<file path="config.mk">
export PLATFORM = sky130hd
export DESIGN_NAME = cycle_ctrl
export DESIGN_NICKNAME = d
export VERILOG_FILES = /design/src/rtl/cycle_ctrl.sv
export SDC_FILE = /design/constraint.sdc
export NUM_CORES = 1
export LEC_CHECK = 0
export BUFFER_PORTS_ARGS = -buffer_cell sky130_fd_sc_hd__buf_2
export CAP_MARGIN = 25
export CORE_UTILIZATION = 60
export CTS_BUF_LIST = sky130_fd_sc_hd__clkbuf_4
export CTS_CLUSTER_DIAMETER = 30
export CTS_CLUSTER_SIZE = 8
export DETAILED_ROUTE_END_ITERATION = 8
export GPL_TIMING_DRIVEN = 0
export MAX_ROUTING_LAYER = met4
export PLACE_DENSITY = 0.87
export SLEW_MARGIN = 10
export SYNTH_ARGS = -nofsm -noshare
export SYNTH_HDL_FRONTEND = slang
export SYNTH_SLANG_ARGS = --single-unit
</file>
<file path="constraint.sdc">
create_clock -name clk -period 5.16 [get_ports clk]
set_input_delay 0.258 -clock clk [delete_from_list [all_inputs] [get_ports clk]]
set_output_delay 0.258 -clock clk [all_outputs]
set_load 0.02 [all_outputs]
</file>
<file path="src/rtl/cycle_ctrl.sv">
// ---------------------------------------------------------------------------
// cycle_ctrl -- CPU run/step/halt sequencer with enabled-cycle counter.
//
// Gates the CPU clock enable from a small FSM (IDLE/RUN/STEP/HALTED/TIMEOUT).
// It counts every cycle in which the CPU is enabled, and the count saturates
// at all-ones. An optional watchdog moves RUN/STEP to TIMEOUT once
// MAX_CYCLES enabled cycles have elapsed.
//
// Build option:
//   CYCLE_CTRL_WATCHDOG_EN  defined   -> watchdog active, TIMEOUT reachable
//                           undefined -> no watchdog, timeout tied to 0
//
// Parameters:
//   CNT_W       width of cycle_count
//   MAX_CYCLES  watchdog limit in enabled cycles (unused without watchdog)
//
// Ports:
//   clk          free-running clock, rising edge
//   reset        asynchronous active-high reset
//   run_req      level request for continuous execution
//   step_req     single-step request, acted on at its rising edge
//   halt_in      CPU halt indication, observed only while cpu_en=1
//   clr          clears HALTED/TIMEOUT back to IDLE and zeroes the counter
//   cpu_en       CPU clock enable (RUN or STEP)
//   state        IDLE=0 RUN=1 STEP=2 HALTED=3 TIMEOUT=4
//   cycle_count  number of enabled cycles
//   halted       state==HALTED
//   timeout      state==TIMEOUT
// ---------------------------------------------------------------------------
module cycle_ctrl #(
    parameter int CNT_W      = 32,
    parameter int MAX_CYCLES = 10000
) (
    input  logic             clk,
    input  logic             reset,
    input  logic             run_req,
    input  logic             step_req,
    input  logic             halt_in,
    input  logic             clr,
    output logic             cpu_en,
    output logic [2:0]       state,
    output logic [CNT_W-1:0] cycle_count,
    output logic             halted,
    output logic             timeout
);

    typedef enum logic [2:0] {
        S_IDLE    = 3'd0,
        S_RUN     = 3'd1,
        S_STEP    = 3'd2,
        S_HALTED  = 3'd3,
        S_TIMEOUT = 3'd4
    } state_e;

    state_e             state_q, state_d;
    logic               step_q, step_d;
    logic [CNT_W-1:0]   cnt_q, cnt_d;
    logic               en;
    logic               step_edge;
    logic               wd_hit;

    // Outputs decode the state register only; no input reaches them.
    assign en          = (state_q == S_RUN) || (state_q == S_STEP);
    assign cpu_en      = en;
    assign state       = state_q;
    assign cycle_count = cnt_q;
    assign halted      = (state_q == S_HALTED);
    assign timeout     = (state_q == S_TIMEOUT);

    // The previous sample is updated every cycle, so an edge seen outside
    // IDLE is consumed and cannot fire later.
    assign step_edge = step_req && !step_q;

`ifdef CYCLE_CTRL_WATCHDOG_EN
    // Compare at 64 bits so a narrow counter never aliases onto the limit.
    assign wd_hit = en && (64'(cnt_q) == (64'(MAX_CYCLES) - 64'd1));
`else
    assign wd_hit = 1'b0;
`endif

    always_comb begin
        state_d = state_q;
        step_d  = step_req;
        cnt_d   = cnt_q;

        if (en && !(&cnt_q))
            cnt_d = cnt_q + 1'b1;

        case (state_q)
            S_IDLE: begin
                if (run_req)        state_d = S_RUN;
                else if (step_edge) state_d = S_STEP;
            end
            S_RUN: begin
                if (halt_in)       state_d = S_HALTED;
                else if (wd_hit)   state_d = S_TIMEOUT;
                else if (!run_req) state_d = S_IDLE;
            end
            S_STEP: begin
                if (halt_in)     state_d = S_HALTED;
                else if (wd_hit) state_d = S_TIMEOUT;
                else             state_d = S_IDLE;
            end
            S_HALTED, S_TIMEOUT: begin
                if (clr) begin
                    state_d = S_IDLE;
                    cnt_d   = '0;
                end
            end
            default: state_d = S_IDLE;
        endcase
    end

    always_ff @(posedge clk or posedge reset) begin
        if (reset) begin
            state_q <= S_IDLE;
            step_q  <= 1'b0;
            cnt_q   <= '0;
        end else begin
            state_q <= state_d;
            step_q  <= step_d;
            cnt_q   <= cnt_d;
        end
    end

endmodule
</file>
==> out/qor.csv <==
stage,metric,value,unit
pwr,leakage,1.073,nW
detailed_routing,viasPerCell,6.358,
synthesis,yosysUniqueCellTypes,44,
pwr,p_seq_share,39.6,%
floorplan,num_rows,20,
placed_design,place_hpwl,3563,um
synthesis,synth_seq_cells,35,
synthesis,synth-edff-count,0,
placed_design,gp_congestion,0.8878,
final_layout,antennaDiodeCount,0,
detailed_routing,num_vias,2022,
status,status,finished clean,
synthesis,syn_area,2046,um2
floorplan,initial_core_util,64.88,%
floorplan,core,3153,um2
timing,setup_viol_count_final,0,
floorplan,io_pins,44,
clock_network,cts_buffer_depth,2,
synthesis,synth_flop_cell,dfrtp_1,
final_layout,final_nets,283,
placed_design,port_buffers,41,
setup_path,critPathMaxFanout,10,
pwr,p_comb_share,49.6,%
detailed_routing,drtIter0Drc,179,
final_layout,multi_input_area,1091,um2
global_routing,track_usage,32.27,%
timing,rsz0062_at_grt,no,
synthesis,synth-adder-area-share,2.446,%
clock_network,clock_latency,0.35,ns
synthesis,synth_async_sr_flop_share,100.0,%
timing,hold_violations,0,
floorplan,die_h,60.39,um
final_layout,synthToLayoutAreaGrowth,15.72,%
clock_network,clockRootBuffer,clkbuf_4,
setup_path,crit_arrival,2.91,ns
timing,clock.fmax,378.7,MHz
pwr,swShare,50.56,%
pwr,p_switching,725.0,uW
global_routing,grt_pass1_wl,8355,um
synthesis,synth.top_cells.by_area,"dfrtp_1, or4_1, a21oi_1",
setup_path,critPathKind,flip-flop to flip-flop,
timing,period_share,51.17,%
global_routing,grt_start_max_net_pins,36,
pwr,irDropWorstVdd,0.0003877,V
pwr,power,1.434,mW
detailed_routing,wirelength,5050,um
synthesis,ys_seq_area_share,42.81,%
final_layout,n_fill_cell,253,
synthesis,synth_simple_gate_area_share,30.58,%
clock_network,cts_tree,yes,
synthesis,synth_top_cell_area_share,42.81,%
detailed_routing,dr.pass1.iters,4,
final_layout,drive_gt1_share,23.72,%
pwr,clkPwrFrac,10.9,%
floorplan,die_area,3647,um2
synthesis,synth_top_family_by_area,simple AND/OR/NAND/NOR gates,
setup_path,ff2ff_setup_slack,2.52,ns
final_layout,regArea,875.8,um2
global_routing,antenna_found_initial,0,
setup_path,crit_path_end_kind,flip-flop,
clock_network,cts_sinks,35,
clock_network,cts_resized,0,
synthesis,syn-instance-count,224,
synthesis,muxShareOfSynthArea,0,%
detailed_routing,antenna_left,0,
clock_network,numCtsBuffers,5,
clock_network,h-tree-depth,2,
clock_network,cts.clk_slew.worst_paths,0.11,ns
timing,final.setup.tns,0,ns
hold_path,holdCritPathClass,input port to async pin,
timing,tightest_slew,0.7315,ns
detailed_routing,wire_per_inst,15.88,um
timing,slew_violations,0,
floorplan,die_w,60.39,um
setup_path,start_kind,flip-flop,
clock_network,cts_setup_buffers,0,
flow_run,max_cap_violations,0,
pwr,p_int,709.0,uW
setup_path,required,5.43,ns
timing,clock_skew,0.01198,ns
setup_path,reg2reg_depth,7,
synthesis,synth_top_area_cell,dfrtp_1,
timing,period_needed,2.641,ns
detailed_routing,drc,0,
global_routing,overflow,0,
global_routing,grt_pass1_vias,1845,
clock_network,cts_hold_buf,0,
synthesis,synthXorXnorAreaFrac,2.569,%
timing,slew_headroom,51.16,%
synthesis,yosys_warnings,0,
synthesis,synth-compound-area-share,17.37,%
pwr,p_per_area,605.8,nW/um2
synthesis,avgSynthCellArea,9.133,um2
==> cell usage after synthesis, types with 2 or more instances <==
master and instances:
dfrtp_1 35, nand2_1 25, a21oi_1 19, or4_1 16, nand3_1 13, o21ai_0 11
or3_1 10, nand4_1 9, nor2_1 9, o31ai_1 7, o211ai_1 6, and2_1 5
and3_1 5, ha_1 4, inv_1 4, a31oi_1 3, and4_1 3, clkbuf_1 3
nor3_1 3, or3_2 3, xnor2_1 3, xor2_1 3, buf_2 2, buf_4 2
buf_6 2
==> metal layers <==
metal	wire (um)	part of all wire, %	global-route usage, %
met1	2296	45	43.27
met2	2369	47	49.14
met3	334	6.6	7.249
met4	51	1.0	8.970
met5	0	0	-
==> through the flow <==
stage,area (um2),util [%],setup slack (ns),instances,hold slack (ns)
after detailed placement,2310,73.25,2.656,310,0.3831
final,2367,75.08,2.519,318,0.01413
after floorplan,2049,-,2.854,225,0.2894
after global placement,2310,73.25,2.723,310,0.3788
after global routing,2367,75.08,2.417,318,0.01117
after CTS,2367,75.08,2.618,318,0.01836
==> area by class of cell <==
class,count,share of cell area [%]
plain buffers,10,2.854
clock buffers,7,2.220
clock inverters,1,0.2114
inverters,4,0.6342
multi-input cells,176,46.09
flip-flops and latches,35,37.00
well taps,44,2.326
repair buffers,41,8.668
==> layout by cell type, fill, tap and decap left out, types with 7 or more instances in the layout <==
cell       n
buf_2     43
dfrtp_1   35
nand2_1   25
a21oi_1   19
or4_1     16
nand3_1   13
o21ai_0   11
or3_1     10
nand4_1    9
nor2_1     9
o31ai_1    7
clkbuf_4   7
==> power groups by stage <==
stage / sequential [mW] / combinational (mW) / clock (mW)
after floorplan: 0.685 / 0.330 / 0
after global placement: 0.560 / 0.683 / 0
after detailed placement: 0.568 / 0.703 / 0
after CTS: 0.562 / 0.706 / 0.156
after global routing: 0.592 / 0.776 / 0.170
final: 0.567 / 0.711 / 0.156
==> cell families (layout without fill, tap and decap cells) <==
logic type | Yosys count | count (layout)
AND/OR/NAND/NOR | 109 | 109
AO/OA/AOI/OAI | 55 | 55
flip-flops | 35 | 35
buffers and inverters | 14 | 63
XOR/XNOR | 6 | 6
adder cells (fa/ha/maj) | 4 | 4
other | 1 | 2
==> flip-flops by register name, summed over array words and instances (netlist names) <==
register	count
state	2
cycle_count	32
step_q	1
==> worst max-delay path: stages (launching register included) <==
cell and delay (ns):
dfrtp_1 0.50, nand4_1 0.28, or3_1 0.53, o31ai_4 0.48, buf_6 0.21, buf_2 0.25, o21ai_0 0.14, a21oi_1 0.15
==> worst paths after layout <==
path / to / start
setup / recovery: cycle_count[27] / cycle_count[5]
hold / removal: cycle_count[17] / reset
setup reg to reg: cycle_count[27] / cycle_count[5]
hold reg to reg: state[1] / state[1]
max in group asynchronous: cycle_count[26] / reset
min in group clk: step_q / step_req
No activity file was read; power rests on OpenSTA's default activity.
